[src/rtl/serial_encoder_8_3_pkg.sv]
// Shared state enumeration, width constants and popcount helper for the 8-to-3 serial encoder.
// Latency: n/a (declarations only).
// Backpressure: n/a.
package serial_encoder_8_3_pkg;

    localparam int VEC_W = 8;
    localparam int IDX_W = 3;
    localparam int CNT_W = 4;

    typedef enum logic {
        IDLE = 1'b0,
        BUSY = 1'b1
    } state_t;

    // Number of set lines in a request vector (0..VEC_W).
    function automatic logic [CNT_W-1:0] popcount(input logic [VEC_W-1:0] v);
        logic [CNT_W-1:0] c;
        c = '0;
        for (int i = 0; i < VEC_W; i++) begin
            c = c + CNT_W'(v[i]);
        end
        return c;
    endfunction

endpackage

[src/rtl/serial_encoder_8_3_prio_enc.sv]
// Set-bit finder: index of the lowest (lsb_first=1) or highest (lsb_first=0) set bit of vec.
// Latency: purely combinational.
// Backpressure: none; idx is 0 when vec is all-zero (any = 0).
module prio_enc_8_3
    import serial_encoder_8_3_pkg::*;
(
    input  logic [VEC_W-1:0] vec,
    input  logic             lsb_first,
    output logic [IDX_W-1:0] idx,
    output logic             any
);

    // Last match in the scan wins, so scan from the opposite end of the preferred one.
    always_comb begin
        idx = '0;
        for (int i = 0; i < VEC_W; i++) begin
            if (lsb_first) begin
                if (vec[VEC_W-1-i]) idx = IDX_W'(VEC_W - 1 - i);
            end else begin
                if (vec[i]) idx = IDX_W'(i);
            end
        end
    end

    assign any = |vec;

endmodule

[src/rtl/serial_encoder_8_3.sv]
// Captures a multi-hot vector and emits one beat per set bit (binary index), zero vector -> one out_none beat.
// Latency: first beat one cycle after capture; N set bits take N beats, then one idle cycle before the next capture.
// Backpressure: in_ready low while a vector is being drained; beats hold stable while out_ready is low.
module serial_encoder_8_3
    import serial_encoder_8_3_pkg::*;
#(
    parameter int LSB_FIRST = 1
) (
    input  logic             clk,
    input  logic             rst_n,
    input  logic             in_valid,
    output logic             in_ready,
    input  logic [VEC_W-1:0] in_vec,
    output logic             out_valid,
    input  logic             out_ready,
    output logic [IDX_W-1:0] out_idx,
    output logic             out_last,
    output logic             out_none,
    output logic [CNT_W-1:0] out_cnt
);

    state_t           state;
    logic [VEC_W-1:0] mask;
    logic [VEC_W-1:0] mask_nxt;
    logic [IDX_W-1:0] nxt_idx;
    logic             nxt_any;
    logic             nxt_single;

    // Mask as it will look after this edge: freshly captured, or with the emitted bit removed.
    always_comb begin
        mask_nxt = mask;
        if (in_valid && in_ready) begin
            mask_nxt = in_vec;
        end else if (out_valid && out_ready) begin
            mask_nxt = mask & ~(VEC_W'(1) << out_idx);
        end
    end

    prio_enc_8_3 u_prio (
        .vec       (mask_nxt),
        .lsb_first (LSB_FIRST != 0),
        .idx       (nxt_idx),
        .any       (nxt_any)
    );

    assign nxt_single = nxt_any && ((mask_nxt & (mask_nxt - VEC_W'(1))) == '0);

    // Control FSM; beat fields are registered from the look-ahead mask so they are ready the cycle after an update.
    always_ff @(posedge clk or negedge rst_n) begin
        if (!rst_n) begin
            state     <= IDLE;
            mask      <= '0;
            out_valid <= 1'b0;
            in_ready  <= 1'b1;
            out_idx   <= '0;
            out_last  <= 1'b0;
            out_none  <= 1'b0;
            out_cnt   <= '0;
        end else if (state == IDLE) begin
            if (in_valid) begin
                state     <= BUSY;
                mask      <= in_vec;
                out_cnt   <= popcount(in_vec);
                out_valid <= 1'b1;
                in_ready  <= 1'b0;
                out_idx   <= nxt_idx;
                out_none  <= !nxt_any;
                // An empty vector still yields one (final) beat.
                out_last  <= nxt_any ? nxt_single : 1'b1;
            end
        end else begin
            if (out_ready) begin
                if (out_last) begin
                    // Drop to IDLE; in_ready only rises next cycle, giving the idle gap between vectors.
                    state     <= IDLE;
                    mask      <= '0;
                    out_valid <= 1'b0;
                    in_ready  <= 1'b1;
                    out_idx   <= '0;
                    out_last  <= 1'b0;
                    out_none  <= 1'b0;
                    out_cnt   <= '0;
                end else begin
                    mask     <= mask_nxt;
                    out_idx  <= nxt_idx;
                    out_last <= nxt_single;
                end
            end
        end
    end

endmodule

[config.mk]
export PLATFORM = sky130hd
export DESIGN_NAME = serial_encoder_8_3
export DESIGN_NICKNAME = d
export VERILOG_FILES = /design/src/rtl/serial_encoder_8_3_pkg.sv /design/src/rtl/serial_encoder_8_3_prio_enc.sv /design/src/rtl/serial_encoder_8_3.sv
export SDC_FILE = /design/constraint.sdc
export NUM_CORES = 1
export LEC_CHECK = 0
export BUFFER_PORTS_ARGS = -buffer_cell sky130_fd_sc_hd__buf_2
export CAP_MARGIN = 20
export CELL_PAD_IN_SITES_DETAIL_PLACEMENT = 0
export CELL_PAD_IN_SITES_GLOBAL_PLACEMENT = 2
export CORE_ASPECT_RATIO = 0.8
export CORE_MARGIN = 10
export CORE_UTILIZATION = 37
export DETAILED_ROUTE_END_ITERATION = 8
export GPL_TIMING_DRIVEN = 0
export PLACE_DENSITY_LB_ADDON = 0.1
export SLEW_MARGIN = 20
export SYNTH_ARGS = -nofsm -noshare
export SYNTH_HDL_FRONTEND = slang
export SYNTH_SLANG_ARGS = --single-unit
[constraint.sdc]
create_clock -name clk -period 4.3 [get_ports clk]
set_input_delay 0.43 -clock clk [delete_from_list [all_inputs] [get_ports clk]]
set_output_delay 0.43 -clock clk [all_outputs]
set_load 0.02 [all_outputs]
==> results.cfg, run 1 <==
[clock_tree]
cts.sinks = 20
post_cts_resized = 0
cts_buffers = 3
cts_tree = yes
htree_levels = 1
clkTransAtPathRegs_ps = 80
post-cts-setup-buffers = 0
ctsHoldBuffers = 0
cts_buffer_depth = 2
root_buffer = clkbuf_8
clk_latency_ps = 260

[worst_setup_path]
path_buf_inv = 3
critical-path-top-delay-family = adder cells
slowest_delay_ps = 530
worstPathRequired_ps = 4430
cp-start-kind = input port
cp_max_fo = 4
critPathKind = in2reg
cp_slowest_cell = fa_1
arrival_ps = 2980
crit_chain = buf_2 -> fa_1 -> inv_1 -> fa_1 -> fa_1 -> inv_1 -> ha_1 -> fa_1 -> xnor2_1 -> o21ai_0
endpoint_kind = flip-flop
crit_top_cell = fa_1

[power]
total_power_mw = 1.225
p_leak_nw = 0.7800
peakVddDrop_mv = 0.2867
p_per_area_nw_per_um2 = 672.8

[synth]
synth_ff_type = dfrtp_1
synthArstFlopShare_pct = 100.0
synth-seq-cells = 20
syn_nets = 199
syn_area_um2 = 1589
syn_inst = 180
yosys_warnings = 0
yosysUniqueCellTypes = 51
synth-seq-area-share_pct = 31.57
syn_avg_cell_area_um2 = 8.828
synth_edf_count = 0

[timing]
post-route-period-util_pct = 66.31
finalCriticalPeriod_ps = 2851
grt_setup_unrepaired = false
hold_viol = 0
worst_slew_pin_slew_ps = 614.3
timing.setup.tns_ps = 0
skew_ps = 3.302
max_freq_mhz = 350.7
finalSetupViolCount = 0
slew-limit-headroom_pct = 59.05
slew_violations = 0

[global_routing]
grt_pass1_vias = 1483
grt_max_degree = 21
grt_pass1_wl_um = 8017
grt_remaining_overflow = 0
grt_usage_pct = 13.54
antenna_found_initial = 0

[die]
ios = 23
dieWidth_um = 93.27
die_area_um2 = 7332
row_count = 21
start_util_pct = 38.04
chipHeight_um = 78.62
coreArea_um2 = 4178

[route]
viasPerCell = 5.721
drc = 0
drt_iter0_markers = 177
routed_wl_um = 4772
wl_per_cell_um = 18.21
antenna_left = 0
via_count = 1499
first_pass_iters = 4

[placement]
io_buffers = 21
hpwl_um = 3720
routabilityCongestion = 0.9533

[min_path]
holdCritPathClass = in2async

[finish]
fin_nets = 225
diodes = 0
drive_above_1_share_pct = 23.41
synthToLayoutAreaGrowth_pct = 14.57

[status]
status = complete, no violations

[job]
cap_violations = 0
-- worst reg2reg max path: stages (launching register included) --
cell      delay [ps]
dfrtp_1          490
nand4b_1         310
o32ai_2          490
nor3b_1          300
o22ai_1          130
o31ai_1          250
-- layout by cell type (no fill, tap or decap), types with 4 or more instances in the layout --
cell type and count:
o21a_1 10, nand3_1 4, o21ai_0 21, dfrtp_1 19, nand2_1 15, nor3_1 4, fa_1 4, a21oi_1 7
clkbuf_8 7, buf_2 22, o211ai_1 4, o31ai_1 5, nor2_1 15, inv_1 11
-- routing by layer --
metal / wire (um) / vias up / share of wire [%] / GRT usage, %
met5: 0 / - / 0 / 0
met4: 23 / 0 / 0.48 / 2.462
met3: 264 / 2 / 5.5 / 3.137
met2: 2109 / 47 / 44 / 19.72
met1: 2375 / 731 / 50 / 19.72
li1: - / 719 / - / -
-- power by group --
part / switching (mW) / leakage (nW) / internal [mW]
Sequential: 0.109 / 0.242 / 0.275
Clock: 0.0658 / 0.0288 / 0.0816
Combinational: 0.405 / 0.510 / 0.289
Total: 0.579 / 0.780 / 0.646
-- area by class of cell --
class | count | area, um^2
multi-input cells | 141 | 977.2
well taps | 57 | 71.32
clock buffers | 4 | 55.05
fillers | 428 | 2357
plain buffers | 8 | 68.82
flip-flops and latches | 20 | 501.7
repair buffers | 21 | 105.1
inverters | 11 | 41.29
-- synthesized netlist by cell type, types with 2 or more instances --
cell type  instances  area, um^2
clkbuf_8           3       41.29
and4bb_2           2       25.02
nor3_1             4       20.02
o21a_1            10       75.07
o211ai_1           4       30.03
nand2_1           15       56.30
nand3_1            4       20.02
inv_1             11       41.29
o22ai_1            3       18.77
o21ai_0           21       105.1
nand4_1            2       12.51
fa_1               4       80.08
or2_2              3       18.77
o31ai_1            5       37.54
nand2b_1           3       18.77
a22o_1             2       17.52
nor2b_1            2       12.51
o311a_2            3       33.78
a31oi_1            3       18.77
a21oi_1            7       35.03
dfrtp_1           19       475.5
ha_1               3       37.54
nor2_1            15       56.30
a21boi_0           3       22.52
clkbuf_1           3       11.26
-- sequential cells by signal, summed over array words and instances (netlist names) --
register	cells
in_ready	1
mask	8
out_cnt	4
out_idx	3
out_last	1
out_none	1
out_valid	1
state	1
-- metrics by stage --
| stage | cell area (um^2) | setup slack (ps) | instances | hold WS [ps] | util [%] |
|---|---|---|---|---|---|
| finish | 1821 | 1449 | 262 | 114.4 | 43.58 |
| global route | 1821 | 1338 | 262 | 147.4 | 43.58 |
| CTS | 1821 | 1460 | 262 | 133.6 | 43.58 |
| detailed placement | 1765 | 1179 | 258 | 420.9 | 42.26 |
| global placement | 1765 | 1190 | 258 | 414.7 | 42.26 |
| floorplan | 1589 | 1420 | 180 | 134.4 | - |
-- final timing paths --
kind / start / endpoint / slack (ps) / cells past startpoint
max in group asynchronous: rst_n / in_ready / 3840 / 1
setup reg to reg: out_idx[1] / out_last / 2250 / 5
min in group clk: out_ready / state / 430 / 2
hold reg to reg: out_cnt[2] / out_cnt[2] / 490 / 2
setup / recovery: in_vec[0] / out_cnt[2] / 1450 / 10
hold / removal: rst_n / out_cnt[3] / 110 / 1
-- cell families (layout without fill, tap and decap cells) --
logic type,after synthesis,count (layout),share of synthesized area (%)
XOR/XNOR,1,1,0.5513
AND/OR/NAND/NOR,58,58,20.16
multiplexers,1,1,0.6299
AO/OA/AOI/OAI,74,74,32.76
adder cells (fa/ha/maj),7,7,7.402
buffers and inverters,19,44,6.929
flip-flops,20,20,31.58
No activity file was read; power rests on OpenSTA's default activity.
==> run 2: changes to the inputs <==
--- a/config.mk
+++ b/config.mk
@@ -5,13 +5,14 @@
 export SDC_FILE = /design/constraint.sdc
 export NUM_CORES = 1
 export LEC_CHECK = 0
+export ABC_AREA = 1
 export BUFFER_PORTS_ARGS = -buffer_cell sky130_fd_sc_hd__buf_2
 export CAP_MARGIN = 20
 export CELL_PAD_IN_SITES_DETAIL_PLACEMENT = 0
 export CELL_PAD_IN_SITES_GLOBAL_PLACEMENT = 2
 export CORE_ASPECT_RATIO = 0.8
 export CORE_MARGIN = 10
-export CORE_UTILIZATION = 37
+export CORE_UTILIZATION = 31
 export DETAILED_ROUTE_END_ITERATION = 8
 export GPL_TIMING_DRIVEN = 0
 export PLACE_DENSITY_LB_ADDON = 0.1
==> constraint.sdc (replaced) <==
create_clock -name clk -period 2.8 [get_ports clk]
set_input_delay 0.28 -clock clk [delete_from_list [all_inputs] [get_ports clk]]
set_output_delay 0.28 -clock clk [all_outputs]
set_load 0.02 [all_outputs]
==> results.cfg, run 2 <==
[status]
status = complete, no violations

[clock_tree]
cts_tree = yes
cts_buffer_depth = 2
root_buffer = clkbuf_8
post-cts-setup-buffers = 0
cts.sinks = 20
ctsHoldBuffers = 1
clk_latency_ps = 260
clkTransAtPathRegs_ps = 80
cts_buffers = 3
post_cts_resized = 0
htree_levels = 1

[power]
p_sw_mw = 0.9401
pwr-share-clk_pct = 15.3
p_int_mw = 0.9900
switching_share_pct = 48.71
p_per_area_nw_per_um2 = 1124
total_power_mw = 1.930
power_frac_comb_pct = 58.2
peakVddDrop_mv = 0.4127
p_leak_nw = 0.9079
pwr-share-seq_pct = 26.5

[timing]
slew_violations = 0
worst_slew_pin_slew_ps = 656.9
finalCriticalPeriod_ps = 2700
hold_slack_ps = 318.2
skew_ps = 6.002
post-route-period-util_pct = 96.44
grt_setup_unrepaired = false
slew-limit-headroom_pct = 56.05
max_freq_mhz = 370.3
hold_viol = 0
finalSetupViolCount = 0

[worst_setup_path]
r2r-end = out_last
cp-start-kind = input port
arrival_ps = 2850
r2r-start = in_ready
ff2ff_setup_slack_ps = 940
r2r_cells = 11
cp_max_fo = 3
worstPathRequired_ps = 2950
endpoint_kind = flip-flop
critPathKind = in2reg

[finish]
fin_nets = 246
largest_register = mask
regArea_um2 = 501.7
largest_register_ffs = 8
final_common_cell = nand2_1
fin_cells = 286
design_area_um2 = 1717
post-route-util_pct = 37.80
reg.largest.list = mask: 8 flops, out_cnt: 4 flops, out_idx: 3 flops
layout_common_cells = nand2_1 (55), nor2_1 (26), inv_1 (24), buf_2 (23), dfrtp_1 (19)
fillCellCount = 508
synthToLayoutAreaGrowth_pct = 18.38
diodes = 0
multiInputGateArea_um2 = 830.8
drive_above_1_share_pct = 22.12

[synth]
synthTopCellsByArea = dfrtp_1 (33%), nand2_1 (14%), nor2_1 (6.7%)
synth_most_common_cell = nand2_1
yosysUniqueCellTypes = 29
syn_nets = 218
synth-seq-area-share_pct = 34.60
synthArstFlopShare_pct = 100.0
synth_ff_type = dfrtp_1
syn_inst = 199
synth_edf_count = 0
syn_area_um2 = 1450
synthDominantCellAreaShare_pct = 32.79
ys_top_cells_by_count = nand2_1 (55), nor2_1 (26), inv_1 (24)
yosys_warnings = 0
yosysTopAreaCell = dfrtp_1
syn_avg_cell_area_um2 = 7.287
synth-seq-cells = 20

[die]
dieWidth_um = 96.47
chipHeight_um = 81.18
coreArea_um2 = 4542
start_util_pct = 31.93
die_area_um2 = 7831
ios = 23
row_count = 22

[placement]
io_buffers = 22
hpwl_um = 3451
routabilityCongestion = 0.8123
dpl_cell_area_um2 = 1635
dp_cells = 281

[route]
via_count = 1337
first_pass_iters = 4
drt_iter0_markers = 52
antenna_left = 0
routed_wl_um = 4182
wl_per_cell_um = 14.62
drc = 0
viasPerCell = 4.675

[global_routing]
grt_pass1_vias = 1361
grt_usage_pct = 11.23
antenna_found_initial = 0
grt_pass1_wl_um = 6865
use_met3_pct = 3.502
grt_max_degree = 21
grt_use_met2_pct = 17.27
grt_use_met1_pct = 15.47
grt_remaining_overflow = 0
busiest_layer = met2

[job]
cap_violations = 0

[min_path]
hp-start = out_ready
hold_end = state
worst_hold_path.num_cells = 4
holdCritPathClass = in2reg
[run 2: changes by cell type in the layout (fill, tap and decap cells not counted), sizes merged, moves of 7 or more]
| cell | before | now |
|---|---|---|
| clkbuf | 10 | 3 |
| inv | 11 | 26 |
| a22oi | 1 | 8 |
| nand2 | 16 | 64 |
| o21a | 10 | 0 |
| o21ai | 23 | 15 |
| nor2 | 15 | 33 |
[run 2: layout make-up]
class                   count  area share [%]
multi-input cells         150           48.40
repair buffers             23           6.997
flip-flops and latches     20           29.23
clock buffers               3           2.405
well taps                  60           4.373
clock inverters             1           1.749
plain buffers               2          0.9475
inverters                  27           5.904
[run 2: cell families (layout without fill, tap and decap cells)]
family / after synthesis / in the layout / synth area share (%)
adders and majority gates: 7 / 7 / 8.111
AOI/OAI and AO/OA: 39 / 39 / 17.17
xor gates and xnor gates: 1 / 1 / 0.6041
and+or+nand+nor: 103 / 103 / 31.41
DFF: 20 / 20 / 34.60
buffers and inverters: 29 / 56 / 8.110
[run 2: through the flow]
stage                     setup WS, ps  TNS, ps
after floorplan                  70.28        0
after global placement          -171.3   -332.5
after detailed placement        -181.0   -355.9
after CTS                        99.21        0
after global routing             42.85        0
final                            99.80        0
[run 2: power by group through the flow]
stage	clock, mW	sequential [mW]	combinational, mW
2_1_floorplan	0	0.585	0.743
3_3_place_gp	0	0.509	1.12
3_5_place_dp	0	0.518	1.13
4_1_cts	0.305	0.513	1.14
5_1_grt	0.317	0.535	1.26
6_report	0.295	0.512	1.12
[run 2: worst max-delay path, cell delays in order]
cell and delay (ps):
buf_2 120, fa_1 530, inv_1 60, fa_1 450
fa_1 490, inv_1 40, ha_1 200, fa_1 450
a22o_1 220
[run 2: metal layers]
layer  part of all wire, %  up-vias
met3                   4.9        2
met4                  0.41        0
met1                    53      617
met5                     0        -
li1                      -      694
met2                    42       24
[run 2: how the worst max path moves through the flow]
stage | cells after the start | endpoint | slack [ps] | from
floorplan | 8 | out_cnt[1] | 70 | in_vec[0]
global placement | 9 | out_cnt[1] | -170 | in_vec[0]
detailed placement | 9 | out_cnt[1] | -180 | in_vec[0]
CTS | 9 | out_cnt[1] | 100 | in_vec[0]
global route | 10 | out_cnt[2] | 40 | in_vec[0]
finish | 9 | out_cnt[1] | 100 | in_vec[0]
==> run 3: changes to the inputs <==
--- a/config.mk
+++ b/config.mk
@@ -5,14 +5,13 @@
 export SDC_FILE = /design/constraint.sdc
 export NUM_CORES = 1
 export LEC_CHECK = 0
-export ABC_AREA = 1
 export BUFFER_PORTS_ARGS = -buffer_cell sky130_fd_sc_hd__buf_2
 export CAP_MARGIN = 20
 export CELL_PAD_IN_SITES_DETAIL_PLACEMENT = 0
 export CELL_PAD_IN_SITES_GLOBAL_PLACEMENT = 2
 export CORE_ASPECT_RATIO = 0.8
 export CORE_MARGIN = 10
-export CORE_UTILIZATION = 31
+export CORE_UTILIZATION = 34
 export DETAILED_ROUTE_END_ITERATION = 8
 export GPL_TIMING_DRIVEN = 0
 export PLACE_DENSITY_LB_ADDON = 0.1
==> results.cfg, run 3 (synthesized netlist as in run 1, its figures left out) <==
[route]
drc = 0
routed_wl_um = 4932
viasPerCell = 5.763
first_pass_iters = 4
via_count = 1533
antenna_left = 0
drt_iter0_markers = 101
wl_per_cell_um = 18.54

[die]
chipHeight_um = 81.15
die_area_um2 = 7825
row_count = 22
coreArea_um2 = 4542
ios = 23
start_util_pct = 34.99
dieWidth_um = 96.43

[worst_setup_path]
r2r-start = out_idx[1]
cp-start-kind = input port
critical-path-top-delay-family = adder cells
path_buf_inv = 3
endpoint_kind = flip-flop
slowest_delay_ps = 550
worstPathRequired_ps = 2940
cp_max_fo = 4
crit_top_cell = fa_1
r2r_cells = 6
cp.depth = 10
ff2ff_setup_slack_ps = 780
cp_slowest_cell = fa_1
crit_chain = buf_2 -> fa_1 -> inv_1 -> fa_1 -> fa_1 -> inv_1 -> ha_1 -> fa_1 -> xnor2_1 -> o21ai_0
arrival_ps = 2830
critPathKind = in2reg
r2r-end = out_idx[0]

[global_routing]
grt_remaining_overflow = 0
grt_max_degree = 21
antenna_found_initial = 0
grt_pass1_vias = 1484
grt_usage_pct = 13.04
grt_pass1_wl_um = 8073

[timing]
hold_viol = 0
skew_ps = 1.684
finalCriticalPeriod_ps = 2694
slew-limit-headroom_pct = 57.12
max_freq_mhz = 371.2
worst_slew_pin_slew_ps = 643.3
slew_violations = 0
grt_setup_unrepaired = false
setup_slack_ps = 105.9
post-route-period-util_pct = 96.22
finalSetupViolCount = 0

[finish]
largest_register = mask
regArea_um2 = 501.7
fin_nets = 226
diodes = 0
reg.largest.list = mask: 8 flops, out_cnt: 4 flops, out_idx: 3 flops
fin_cells = 266
fillCellCount = 485
largest_register_ffs = 8
final_common_cell = buf_2
multiInputGateArea_um2 = 977.2
drive_above_1_share_pct = 22.82
synthToLayoutAreaGrowth_pct = 14.80
layout_common_cells = buf_2 (22), o21ai_0 (21), dfrtp_1 (19), nor2_1 (15), nand2_1 (15)

[clock_tree]
post_cts_resized = 0
cts_buffer_depth = 2
cts_buffers = 3
cts_tree = yes
htree_levels = 1
clkTransAtPathRegs_ps = 80
clk_latency_ps = 260
root_buffer = clkbuf_8
cts.sinks = 20
post-cts-setup-buffers = 0

[placement]
routabilityCongestion = 0.8676
dp_cells = 261
io_buffers = 21
hpwl_um = 3792
pre_cts_slack_ps = -196.8

[min_path]
holdCritPathClass = in2reg
hp-start = out_ready
worst_hold_path.num_cells = 2
hold_end = state

[job]
cap_violations = 0

[power]
p_leak_nw = 0.7782
p_per_area_nw_per_um2 = 1022
peakVddDrop_mv = 0.4016

[status]
status = complete, no violations
-- run 3: cell count changes in the layout (fill, tap and decap cells not counted), moves of 7 or more --
cell,before,now
nor2_1,26,15
a22oi_1,8,1
nand2_2,8,1
o21a_1,0,10
inv_1,24,11
nand2_1,55,15
o21ai_0,12,21
-- run 3: routing by layer --
| metal | up-vias | wire, um | global-route usage, % |
|---|---|---|---|
| met3 | 5 | 270 | 2.581 |
| met4 | 0 | 22 | 2.174 |
| met5 | - | 0 | 0 |
| met1 | 771 | 2367 | 18.52 |
| li1 | 726 | - | - |
| met2 | 31 | 2271 | 20.20 |
-- run 3: area by class of cell --
type	count	area share, %
Sequential cell	20	27.50
Inverter	11	2.263
Buffer	8	3.772
Timing Repair Buffer	22	6.310
Clock buffer	4	2.469
Tap cell	60	4.115
Multi-Input combinational cell	141	53.57
-- run 3: timing repair --
item | CTS | global route
setup endpoints to repair | 0 | 1
endpoints found under the hold margin | 19 | 0
hold buffers | 1 | 0
-- run 3: worst max path at each step --
stage | slack, ps | end | start
3_5_place_dp | -200 | out_cnt[2] | in_vec[0]
4_1_cts | 70 | out_cnt[2] | in_vec[0]
2_1_floorplan | 70 | out_cnt[1] | in_vec[0]
3_3_place_gp | -200 | out_cnt[2] | in_vec[0]
6_report | 110 | out_cnt[2] | in_vec[0]
5_1_grt | 2 | out_cnt[2] | in_vec[0]
-- run 3: worst register-to-register path: cells and delay by family, from the launching register on --
kind	cells	cell delay (ps)
compound gates	5	1140
simple gates	1	310
flops	1	490
-- run 3: where the power goes --
part | internal [mW] | switching (mW)
Sequential | 0.423 | 0.160
Combinational | 0.443 | 0.627
Clock | 0.102 | 0.109
-- run 3: per-stage QoR --
step | util [%] | hold slack [ps] | power [mW] | cell area, um^2 | TNS [ps]
after detailed placement | 38.95 | 275.0 | 1.652 | 1769 | -375.9
after floorplan | - | -15.59 | 1.329 | 1589 | 0
final | 40.17 | 273.0 | 1.864 | 1824 | 0
after global routing | 40.17 | 287.3 | 2.016 | 1824 | 0
after global placement | 38.95 | 277.3 | 1.652 | 1769 | -385.7
after CTS | 40.17 | 276.1 | 1.869 | 1824 | 0
